--- src/rtl/avalon_io_byte_slave.sv ---
// +----------------------------------------------------------------------------+
// | avalon_io_byte_slave: 32-bit Avalon-MM slave serialised onto an 8-bit bus |
// | Rev 1.0                                                                    |
// +----------------------------------------------------------------------------+
`default_nettype none

module avalon_io_byte_slave #(
  parameter logic [7:0] TIMEOUT   = 8'd255,
  parameter logic [7:0] READ_FILL = 8'hFF
) (
  input  logic        clk,
  input  logic        rst,
  input  logic [15:0] avs_address,
  input  logic [3:0]  avs_byteenable,
  input  logic        avs_read,
  input  logic        avs_write,
  input  logic [31:0] avs_writedata,
  output logic        avs_waitrequest,
  output logic [31:0] avs_readdata,
  output logic        avs_readdatavalid,
  output logic [15:0] per_address,
  output logic        per_read,
  output logic        per_write,
  output logic [7:0]  per_writedata,
  input  logic [7:0]  per_readdata,
  input  logic        per_ready,
  output logic        timeout_pulse
);

  typedef enum logic [1:0] {
    IDLE   = 2'd0,
    ACCESS = 2'd1,
    DONE   = 2'd2,
    RESP   = 2'd3
  } state_t;

  state_t      state_q, state_d;
  logic [13:0] addr_q, addr_d;
  logic [3:0]  be_q, be_d;
  logic [31:0] wd_q, wd_d;
  logic        wr_q, wr_d;
  logic [1:0]  lane_q, lane_d;
  logic [7:0]  cnt_q, cnt_d;
  logic [31:0] acc_q, acc_d;
  logic        waitreq_q, waitreq_d;
  logic        rdv_q, rdv_d;
  logic [31:0] rdata_q, rdata_d;
  logic [15:0] per_addr_q, per_addr_d;
  logic        per_rd_q, per_rd_d;
  logic        per_wr_q, per_wr_d;
  logic [7:0]  per_wd_q, per_wd_d;
  logic        to_q, to_d;

  logic        launch;
  logic [2:0]  next_l;

  // Word address low bits carry no information; the lane supplies them.
  logic unused_addr_lsbs;
  assign unused_addr_lsbs = &{1'b0, avs_address[1:0]};

  // Lowest enabled lane at or above 'from'; bit 2 set means none left.
  function automatic logic [2:0] find_lane(input logic [3:0] be, input logic [2:0] from);
    logic [2:0] res;
    res = 3'b100;
    for (int i = 3; i >= 0; i--) begin
      if (be[i] && (i >= int'(from))) res = {1'b0, 2'(i)};
    end
    return res;
  endfunction

  always_comb begin
    state_d    = state_q;
    addr_d     = addr_q;
    be_d       = be_q;
    wd_d       = wd_q;
    wr_d       = wr_q;
    lane_d     = lane_q;
    cnt_d      = cnt_q;
    acc_d      = acc_q;
    waitreq_d  = 1'b1;
    rdv_d      = 1'b0;
    rdata_d    = rdata_q;
    per_addr_d = per_addr_q;
    per_rd_d   = 1'b0;
    per_wr_d   = 1'b0;
    per_wd_d   = per_wd_q;
    to_d       = 1'b0;
    launch     = 1'b0;
    next_l     = 3'b100;

    case (state_q)
      IDLE: begin
        if (avs_write || avs_read) begin
          wr_d   = avs_write;
          addr_d = avs_address[15:2];
          be_d   = avs_byteenable;
          wd_d   = avs_writedata;
          acc_d  = {4{READ_FILL}};
          next_l = find_lane(avs_byteenable, 3'd0);
          launch = 1'b1;
        end
      end
      ACCESS: begin
        if (per_ready) begin
          if (!wr_q) acc_d[{lane_q, 3'b000} +: 8] = per_readdata;
          next_l = find_lane(be_q, {1'b0, lane_q} + 3'd1);
          launch = 1'b1;
        end else if (cnt_q == TIMEOUT - 8'd1) begin
          // Aborted read lanes keep the fill byte preloaded at request time.
          to_d   = 1'b1;
          next_l = find_lane(be_q, {1'b0, lane_q} + 3'd1);
          launch = 1'b1;
        end else begin
          cnt_d    = cnt_q + 8'd1;
          per_rd_d = per_rd_q;
          per_wr_d = per_wr_q;
        end
      end
      DONE: begin
        if (wr_q) begin
          state_d = IDLE;
        end else begin
          state_d = RESP;
          rdv_d   = 1'b1;
          rdata_d = acc_q;
        end
      end
      RESP: state_d = IDLE;
      default: state_d = IDLE;
    endcase

    if (launch) begin
      if (next_l[2]) begin
        state_d   = DONE;
        waitreq_d = 1'b0;
      end else begin
        state_d    = ACCESS;
        lane_d     = next_l[1:0];
        cnt_d      = 8'd0;
        per_addr_d = {addr_d, next_l[1:0]};
        per_wd_d   = wd_d[{next_l[1:0], 3'b000} +: 8];
        per_rd_d   = !wr_d;
        per_wr_d   = wr_d;
      end
    end
  end

  always_ff @(posedge clk) begin
    if (rst) begin
      state_q    <= IDLE;
      addr_q     <= '0;
      be_q       <= '0;
      wd_q       <= '0;
      wr_q       <= 1'b0;
      lane_q     <= '0;
      cnt_q      <= '0;
      acc_q      <= '0;
      waitreq_q  <= 1'b1;
      rdv_q      <= 1'b0;
      rdata_q    <= '0;
      per_addr_q <= '0;
      per_rd_q   <= 1'b0;
      per_wr_q   <= 1'b0;
      per_wd_q   <= '0;
      to_q       <= 1'b0;
    end else begin
      state_q    <= state_d;
      addr_q     <= addr_d;
      be_q       <= be_d;
      wd_q       <= wd_d;
      wr_q       <= wr_d;
      lane_q     <= lane_d;
      cnt_q      <= cnt_d;
      acc_q      <= acc_d;
      waitreq_q  <= waitreq_d;
      rdv_q      <= rdv_d;
      rdata_q    <= rdata_d;
      per_addr_q <= per_addr_d;
      per_rd_q   <= per_rd_d;
      per_wr_q   <= per_wr_d;
      per_wd_q   <= per_wd_d;
      to_q       <= to_d;
    end
  end

  assign avs_waitrequest   = waitreq_q;
  assign avs_readdatavalid = rdv_q;
  assign avs_readdata      = rdata_q;
  assign per_address       = per_addr_q;
  assign per_read          = per_rd_q;
  assign per_write         = per_wr_q;
  assign per_writedata     = per_wd_q;
  assign timeout_pulse     = to_q;

endmodule

`default_nettype wire
--- config.mk ---
export PLATFORM = sky130hd
export DESIGN_NAME = avalon_io_byte_slave
export DESIGN_NICKNAME = d
export VERILOG_FILES = /design/src/rtl/avalon_io_byte_slave.sv
export SDC_FILE = /design/constraint.sdc
export NUM_CORES = 1
export LEC_CHECK = 0
export CAP_MARGIN = 20
export CORE_AREA = 2 2 154 156
export DETAILED_ROUTE_END_ITERATION = 6
export DIE_AREA = 0 0 156 158
export SETUP_SLACK_MARGIN = 0.1
export SLEW_MARGIN = 20
export SYNTH_ARGS = -nofsm -noshare
export SYNTH_HDL_FRONTEND = slang
export SYNTH_SLANG_ARGS = --single-unit
--- constraint.sdc ---
create_clock -name clk -period 2.5 [get_ports clk]
set_input_delay 0.625 -clock clk [delete_from_list [all_inputs] [get_ports clk]]
set_output_delay 0.625 -clock clk [all_outputs]
set_load 0.05 [all_outputs]
==> impl_table.tex <==
\begin{tabular}{lr}
\hline
Metric & Value \\
\hline
\multicolumn{2}{l}{\textbf{Status}} \\
\quad Status & complete, no violations \\
\multicolumn{2}{l}{\textbf{Routing}} \\
\quad Total number of vias & about 6,400 \\
\quad Wire length per cell & $\sim$15 um \\
\quad 1st-pass router iterations & 6 \\
\quad Vias per std cell & around 5 \\
\quad Number of DRC markers in iteration 0 & around 450 \\
\quad Post-detailed-route count of antenna-violating nets & 0 \\
\quad Routed WL & a little under 20,000 um \\
\quad Number of remaining DRC errors & 0 \\
\multicolumn{2}{l}{\textbf{Setup path}} \\
\quad Max stage delay cell, worst path & clkdlybuf4s50\_1 \\
\quad Critical path capture point type & primary output \\
\quad Class of the most critical setup path & register to primary output \\
\quad Setup slack of the worst register-to-register path & between 0.1 and 0.15 ns \\
\quad CP Max Fanout & 7 \\
\quad Worst flop-to-flop path startpoint & lane\_q[0] \\
\quad Number of logic stages on the critical path including buffering & 2 \\
\quad Number of cell instances on the worst register-to-register path & 9 \\
\quad WP buf/inv & 2 \\
\quad Reg-to-reg endpoint & per\_writedata[4] \\
\quad Required time of the critical path & $\sim$1.9 ns \\
\quad Cells traversed along the worst timing path & buf\_4, clkdlybuf4s50\_1 \\
\quad Largest incremental delay on the critical path & $\sim$0.84 ns \\
\quad Top cell family by delay on the critical path & buffers and inverters \\
\quad Arrival time at the worst endpoint & 1.79 ns \\
\quad Launching element type of the critical path & register \\
\multicolumn{2}{l}{\textbf{Synthesis}} \\
\quad Post-synth EDFFs & 0 \\
\quad Sequential element share of the synthesized area & 0.456 \\
\quad Post-Synthesis Cell Area & between 6000 and 7000 sq um \\
\quad Fraction of the mapped netlist area in simple logic gates & 0.205 \\
\quad Fraction of registers with async set or reset after synthesis & 0 \\
\quad Main synth FF type & dfxtp\_1 \\
\quad Main combinational cell family by area after synthesis & compound AO/OA/AOI/OAI gates \\
\quad Share of the synthesized netlist area taken by xor and xnor gates & 0.00130 \\
\quad Synth Area per Inst & a little over 8 sq um \\
\quad Top cells by count, synth & nand2\_1, dfxtp\_1, a21oi\_1 \\
\quad Synth top area share & 0.456 \\
\quad Adder-cell area share of the yosys netlist & 0.0167 \\
\quad Cell types occupying the most area after synthesis & dfxtp\_1, nand2\_1, a21oi\_1, a211oi\_1, nor2\_1 \\
\quad Synthesis-stage register bit count & around 150 \\
\quad Number of distinct library cell variants in the gate-level netlist after synthesis & 59 \\
\quad Mux share of post-synthesis cell area & 0.0276 \\
\quad YS warnings & 0 \\
\quad Synthesized-area fraction occupied by ao, oa, aoi and oai cells & 0.245 \\
\quad Post-synthesis net count & approximately 900 \\
\quad Post-synthesis cell count & slightly above 800 \\
\quad Library cell with the highest instance count after synthesis & nand2\_1 \\
\quad Cell accounting for the most synthesized area & dfxtp\_1 \\
\multicolumn{2}{l}{\textbf{Timing}} \\
\quad Share of the cycle needed by the critical path after routing & 0.965 \\
\quad Min cycle time layout & approximately 2.4 ns \\
\quad Pin slew with the least headroom to its limit & 0.761 ns \\
\quad Slew Limit Headroom & 0.493 \\
\quad Setup repair after global routing missed its margin & yes \\
\quad Highest clock rate & 415 MHz \\
\quad Setup violators final & 0 \\
\quad Largest clock skew in the final design & between 0.01 and 0.015 ns \\
\quad Worst-case hold slack & around 0.46 ns \\
\quad Number of endpoints with negative hold slack in the final report & 0 \\
\quad Count of pins over their slew limit & 0 \\
\multicolumn{2}{l}{\textbf{Job}} \\
\quad Total of max-cap violations & 0 \\
\multicolumn{2}{l}{\textbf{Layout}} \\
\quad Final design area excluding fillers & just under 10,000 sq um \\
\quad Number of inserted diodes & 0 \\
\quad Post-layout nets & 1,064 \\
\quad Ratio of cells with drive above 1 in the final layout & 0.172 \\
\quad Area Growth Syn to Fin & 42.3\% \\
\multicolumn{2}{l}{\textbf{Worst hold path}} \\
\quad Hold Crit Class & register to register \\
\quad Hold Crit Start & avs\_readdata[11] \\
\quad Depth of the worst hold-timing path & 2 \\
\quad Hold worst-path end & avs\_readdata[11] \\
\multicolumn{2}{l}{\textbf{GRT}} \\
\quad Total track usage & 0.156 \\
\quad Via count of the first global-routing pass & 5,987 \\
\quad Met3 GRT Util & 0.0326 \\
\quad Pin count of the biggest net entering global routing & 60 \\
\quad Most used routing layer in global routing & met2 \\
\quad Global-route track usage on met2 & 0.242 \\
\quad Antenna violations before repair & 0 \\
\quad Total gr overflow & 0 \\
\quad Wire length of the first global-routing pass & between 30,000 and 40,000 um \\
\quad Global Route met1 Usage & 0.214 \\
\multicolumn{2}{l}{\textbf{Place}} \\
\quad HPWL after DPL & 13,200 um \\
\quad Final weighted congestion in routability-driven placement & around 0.8 \\
\quad Placed cell area & 8710 sq um \\
\quad Number of port buffers & $\sim$120 \\
\multicolumn{2}{l}{\textbf{Power and ir drop}} \\
\quad Post-route total power & approximately 0.011 W \\
\quad Total power divided by cell area & around 1200 nW/um\^{}2 \\
\quad Worst vdd ir & $\sim$470 uV \\
\quad Leakage power & about 3.7 nW \\
\multicolumn{2}{l}{\textbf{Clock network}} \\
\quad Clock Latency Late Sink & between 0.4 and 0.5 ns \\
\quad Clock tree from TritonCTS & done \\
\quad CTS Root Buffer Type & clkbuf\_16 \\
\quad CTS H-tree lvls & 4 \\
\quad Number of buffers added by the clock tree synthesis step & 17 \\
\quad Worst-path clk slew & about 0.06 ns \\
\quad Number of clock sinks & roughly 150 \\
\quad Clock Tree Buf Depth & 2 \\
\multicolumn{2}{l}{\textbf{Floorplanning}} \\
\quad Area of the die & about 25,000 sq um \\
\quad Effective utilization at floorplan & 0.293 \\
\quad Die span in x & 156 um \\
\quad Top Ports & approximately 130 \\
\quad Die Ht & about 160 um \\
\quad Core Rows & 56 \\
\quad Std-Cell Core Area & 23,100 sq um \\
\hline
\end{tabular}
## flip-flops by register name, summed over array words and instances, names as in the netlist, 2 cells and up
register,cells
addr_q,14
be_q,4
wd_q,32
per_address,15
state_q,2
avs_readdata,32
cnt_q,8
acc_q,32
per_writedata,8
## worst reg2reg max path, cell delays in order (launching register included)
cell and delay [ns]:
dfxtp_4 0.40, clkinvlp_4 0.16, ha_2 0.22, o21a_1 0.22, o21ai_4 0.18, buf_4 0.15
nand4_4 0.18, mux2i_1 0.17, a221o_1 0.32, nor4_1 0.30
## layer usage
layer  routed length [um]  share of wire
met4                  332          0.017
met1                 9530           0.48
met3                  840          0.043
met5                    0              0
met2                 9060           0.46
## cell type report
cell class                 instances  area, sq um
clock buffer                      17          425
fill                            2287        13400
timing repair buffer             213         2040
multi-input combinational        595         3510
inverter                           9         37.5
tap                              290          363
sequential                       154         3090
clock inverter                    15          156
## cell usage in the layout (no fill, tap or decap), types with 5 or more instances in the layout
| cell type | count |
|---|---|
| a211oi_1 | 46 |
| a21oi_1 | 118 |
| a311oi_1 | 10 |
| a31oi_1 | 9 |
| buf_12 | 8 |
| buf_4 | 75 |
| buf_6 | 6 |
| clkbuf_16 | 18 |
| clkdlybuf4s50_1 | 122 |
| dfxtp_1 | 152 |
| ha_1 | 7 |
| inv_1 | 8 |
| inv_6 | 8 |
| mux2_2 | 5 |
| mux2i_1 | 7 |
| nand2_1 | 175 |
| nand3_1 | 6 |
| nor2_1 | 72 |
| nor3_1 | 16 |
| nor4_1 | 10 |
| nor4_2 | 5 |
| o211ai_1 | 5 |
| o21a_1 | 8 |
| o21ai_0 | 6 |
| o21bai_1 | 5 |
| o22a_1 | 14 |
## timing repair
action	4_1_cts	5_1_grt
endpoints found under the setup margin	8	18
pin swaps	0	13
gates cloned	0	2
buffers inserted	0	14
gates resized for setup	2	34
hold buffers	0	0
## power by group
group | switching (W) | internal, W
Clock | 0.00115 | 0.00141
Combinational | 0.00313 | 0.00219
Sequential | 0.000379 | 0.00314
Total | 0.00466 | 0.00675
## cell families (layout without fill, tap and decap cells)
logic type                 Yosys count  in the layout
DFF                                154            154
buffers and inverters               73            254
xor gates and xnor gates             1              1
muxes                               16             16
and+or+nand+nor                    317            317
adders and majority gates            9              9
AOI/OAI and AO/OA                  252            252
## per-stage QoR
| stage | std cells | setup TNS [ns] | worst slack, ns | util |
|---|---|---|---|---|
| final | 1293 | 0 | 0.0876 | 0.417 |
| after global routing | 1293 | -0.0123 | -0.0123 | 0.417 |
| after CTS | 1277 | 0 | 0.0993 | 0.404 |
| after detailed placement | 1245 | -9.82 | -0.310 | 0.378 |
| after global placement | 1245 | -7.28 | -0.268 | 0.378 |
| after floorplan | 822 | 0 | 0.125 | - |
## worst max path at each step
stage / to / from / slack [ns]
floorplan: per_writedata[6] / per_address[1] / 0.13
global placement: per_writedata[5] / avs_read / -0.27
detailed placement: per_writedata[7] / avs_read / -0.31
CTS: per_writedata[7] / lane_q[0] / 0.1
global route: per_writedata[4] / lane_q[0] / -0.01
finish: per_address[0] / lane_q[0] / 0.09
Power figures use the tool's default switching activity.
